`src/rtl/bresenham_ray.sv`:
```
// bresenham_ray: traces one grid ray from origin to endpoint, presenting each cell once
// and holding the current cell while the downstream stage stalls.
module bresenham_ray #(
  parameter int COORD_W = 10
) (
  input  logic               clock,
  input  logic               reset,
  input  logic               start,
  input  logic [COORD_W-1:0] x0,
  input  logic [COORD_W-1:0] y0,
  input  logic [COORD_W-1:0] x1,
  input  logic [COORD_W-1:0] y1,
  input  logic               stall,
  output logic               ready,
  output logic               busy,
  output logic [COORD_W-1:0] cell_x,
  output logic [COORD_W-1:0] cell_y,
  output logic               cell_we,
  output logic               cell_hit,
  output logic               done
);
  localparam int W = COORD_W + 2;
  typedef enum logic [1:0] {IDLE, INIT, STEP, DONE} state_t;
  state_t state_q;
  logic [COORD_W-1:0] x_q, y_q, x1_q, y1_q, x_d, y_d;
  logic signed [W-1:0] dx_q, dy_q, err_q, err_d, e2, adx, ady;
  logic sxn_q, syn_q, at_end, step_x, step_y;
  always_comb begin
    adx = x1_q >= x_q ? W'(x1_q - x_q) : W'(x_q - x1_q);
    ady = y1_q >= y_q ? W'(y1_q - y_q) : W'(y_q - y1_q);
    at_end = x_q == x1_q && y_q == y1_q;
    e2 = err_q <<< 1;
    step_x = e2 >= dy_q;
    step_y = e2 <= dx_q;
    err_d = err_q + (step_x ? dy_q : W'(0)) + (step_y ? dx_q : W'(0));
    x_d = step_x ? (sxn_q ? x_q - 1'b1 : x_q + 1'b1) : x_q;
    y_d = step_y ? (syn_q ? y_q - 1'b1 : y_q + 1'b1) : y_q;
  end
  // The origin is latched straight into the cell position; INIT derives deltas from it.
  always_ff @(posedge clock) begin
    if (reset) begin
      state_q <= IDLE;
      x_q <= '0;
      y_q <= '0;
      x1_q <= '0;
      y1_q <= '0;
      dx_q <= '0;
      dy_q <= '0;
      err_q <= '0;
      sxn_q <= 1'b0;
      syn_q <= 1'b0;
    end else begin
      case (state_q)
        IDLE: if (start) begin
          x_q <= x0;
          y_q <= y0;
          x1_q <= x1;
          y1_q <= y1;
          state_q <= INIT;
        end
        INIT: begin
          dx_q <= adx;
          dy_q <= -ady;
          err_q <= adx - ady;
          sxn_q <= !(x_q < x1_q);
          syn_q <= !(y_q < y1_q);
          state_q <= STEP;
        end
        STEP: if (!stall) begin
          if (at_end) state_q <= DONE;
          else begin
            x_q <= x_d;
            y_q <= y_d;
            err_q <= err_d;
          end
        end
        default: state_q <= IDLE;
      endcase
    end
  end
  assign ready = state_q == IDLE;
  assign busy = !ready;
  assign cell_x = x_q;
  assign cell_y = y_q;
  assign cell_we = state_q == STEP && !stall;
  assign cell_hit = state_q == STEP && at_end;
  assign done = state_q == DONE;
endmodule

```
`config.mk`:
```
export PLATFORM = sky130hd
export DESIGN_NAME = bresenham_ray
export DESIGN_NICKNAME = d
export VERILOG_FILES = /design/src/rtl/bresenham_ray.sv
export SDC_FILE = /design/constraint.sdc
export NUM_CORES = 1
export LEC_CHECK = 0
export ABC_AREA = 1
export CAP_MARGIN = 15
export CORE_ASPECT_RATIO = 0.6
export CORE_MARGIN = 2
export CORE_UTILIZATION = 40
export DETAILED_ROUTE_END_ITERATION = 12
export REMOVE_ABC_BUFFERS = 1
export SYNTH_ARGS = -nofsm -noshare
export SYNTH_HDL_FRONTEND = slang
export SYNTH_SLANG_ARGS = --single-unit
```
`constraint.sdc`:
```
create_clock -name clock -period 5.6 [get_ports clock]
set_clock_uncertainty 0.2 [all_clocks]
set_input_delay 0.84 -clock clock [delete_from_list [all_inputs] [get_ports clock]]
set_output_delay 0.84 -clock clock [all_outputs]
set_load 0.01 [all_outputs]
```
==> impl_metrics.toml <==
[layout]
antenna_cells = 0
fillers = 2085
final_common_cell = "nand2_1"
fin_nets = 1482
mostFrequentLayoutCells = "nand2_1, inv_1, a21oi_1"
area_growth_pct = 14.08
drive_above_1_share_pct = 4.837
final_cells = 1596

[sta]
slew_headroom_pct = 32.97
max_freq_ghz = 0.2082
maxSlewViolCount = 0
min_period_ps = 4803
rsz0062_at_grt = "no"
setup_tns_ps = 0
hold_viol = 0
setup_viol = 0
tightest_slew_ps = 1005
fin_crit_sh_pct = 85.77

[placed_design]
port_buffers = 68
dp.cells = 1580
hpwl_microns = 19590
gp_congestion = 0.9237

[drt]
routed_wl_microns = 24750
drtIter0Drc = 849
wl_met1_microns = 13430
wl_met3_microns = 1951
antenna_left = 0
wl_met2_microns = 9158
firstDrtPassIters = 6
remaining_drc_errors = 0
num_vias = 8253
routed.top_layer = "met4"
via_per_inst = 5.171
wl_per_cell_microns = 15.51

[synth]
yosys-top-cells-area = "dfxtp_1, ha_1, nand2_1"
yosysTopAreaCellShare_pct = 18.93
synth_area_sq_um = 8248
synth_cell_type_count = 45
yosysWarnings = 0
synth.avg_cell_area_sq_um = 6.500
ys_seq_elements = 78
seq_area_frac_synth_pct = 18.93
netlist_instances = 1269
yosysTopAreaCell = "dfxtp_1"

[floorplanning]
dieArea_sq_um = 21820
die_y_microns = 115.2
num_rows = 40
initial_core_util_pct = 41.00
io_pins = 69
dieWidth_microns = 189.4
core_sq_um = 20120

[worst_setup_path]
crit_top_cell = "nand2_1"
cp-end-kind = "flop"
crit_type = "flop to flop"
crit_arrival_ps = 4850
crit_buf_inv = 5
cp_max_fo = 14
cp_top_family = "simple AND/OR/NAND/NOR gates"
cpMaxStageDelayCell = "fa_1"
slowest_delay_ps = 490
start_kind = "flop"
required_ps = 5650

[clock_tree]
cts.reportedPaths.clkPinSlew_ps = 60
clock_latency_ps = 360
clock-root-buffer = "clkbuf_16"
cts_buffers = 9
htree_levels = 3
cts_buffer_depth = 2
ctsResizeCount = 0
cts_hold_buf = 0
post-cts-setup-buffers = 0
cts_tree = "done"
clock_sinks = 78

[flow_run]
cap_violations = 0

[status]
status = "completed"

[grt]
grt_pass1_wl_microns = 40450
grt_antenna_before_repair = 0
grt_pass1_vias = 7559
grt.overflow.total = 0
grt.total_usage_pct = 23.64
grt_max_degree = 42

[min_path]
min_path_type = "flop to flop"
through the flow:
step	area [sq um]	hold slack [ps]	setup slack, ps	utilization, %
4_1_cts	9409	274.6	897.1	46.77
6_report	9409	276.0	797.0	46.77
3_5_place_dp	9146	265.8	915.0	45.46
2_1_floorplan	8079	239.3	1697	-
5_1_grt	9409	284.2	297.6	46.77
3_3_place_gp	9146	260.9	979.3	45.46
synth_stat cells (all sizes together):
| cell type | n |
|---|---|
| nand2 | 298 |
| inv | 215 |
| a21oi | 138 |
| o21ai | 112 |
| ha | 102 |
| nor2 | 82 |
| dfxtp | 78 |
| nand3 | 66 |
| xor2 | 29 |
| clkbuf | 25 |
| fa | 18 |
| a31oi | 17 |
| nand4 | 13 |
| buf | 11 |
| nor3 | 10 |
| o21bai | 8 |
| a211oi | 7 |
| xnor2 | 7 |
| a21o | 5 |
| o211ai | 5 |
| nand3b | 3 |
| o2111ai | 3 |
| o21a | 3 |
| o221ai | 3 |
| clkinv | 2 |
| nor4 | 2 |
| or2 | 2 |
| a21boi | 1 |
| a221oi | 1 |
| a31o | 1 |
| o311ai | 1 |
| o31ai | 1 |
area by class of cell:
class / instances / area [sq um] / share of cell area (%)
clock inverter: 1 / 5.005 / 0.05319
sequential: 78 / 1562 / 16.60
inverter: 217 / 817.0 / 8.684
multi-input combinational: 938 / 5700 / 60.59
tap: 273 / 341.6 / 3.630
clock buffer: 15 / 257.7 / 2.739
timing repair buffer: 74 / 725.7 / 7.713
worst paths after layout:
kind | start | end | slack, ps | depth (start not counted)
min | dy_q[11]$_SDFFE_PP0P_ | dy_q[11]$_SDFFE_PP0P_ | 280 | 2
max | dx_q[10]$_SDFFE_PP0P_ | err_q[9]$_SDFFE_PP0P_ | 800 | 27
min reg2reg | dy_q[11]$_SDFFE_PP0P_ | dy_q[11]$_SDFFE_PP0P_ | 280 | 2
max reg2reg | dx_q[10]$_SDFFE_PP0P_ | err_q[9]$_SDFFE_PP0P_ | 800 | 27
tightest hold or removal path, delay by kind of cell, from the launching register on:
family	cells	cell delay (ps)
simple gates	1	60
compound gates	1	60
flops	1	310
per-layer routing:
layer	global-route usage [%]	up-vias
li1	-	4241
met1	37.01	3725
met2	32.75	270
met3	5.281	17
met4	3.979	0
met5	0	-
registers in the layout, summed over array words and instances, names as in the netlist:
| signal | count |
|---|---|
| cell_x | 10 |
| cell_y | 10 |
| dx_q | 11 |
| dy_q | 12 |
| err_q | 11 |
| state_q | 2 |
| sxn_q | 1 |
| syn_q | 1 |
| x1_q | 10 |
| y1_q | 10 |
logic make-up (layout without fill, tap and decap cells):
family,Yosys count,in the layout,synth area share (%)
fa+ha+maj,120,120,19.84
flops,78,78,18.93
simple gates,476,476,25.17
xor+xnor,36,36,3.823
compound gates,306,306,20.28
buf+inv,253,307,11.95
Power is not shown: default switching activity piles up to over one toggle a cycle in this logic, so the estimate is an artifact.
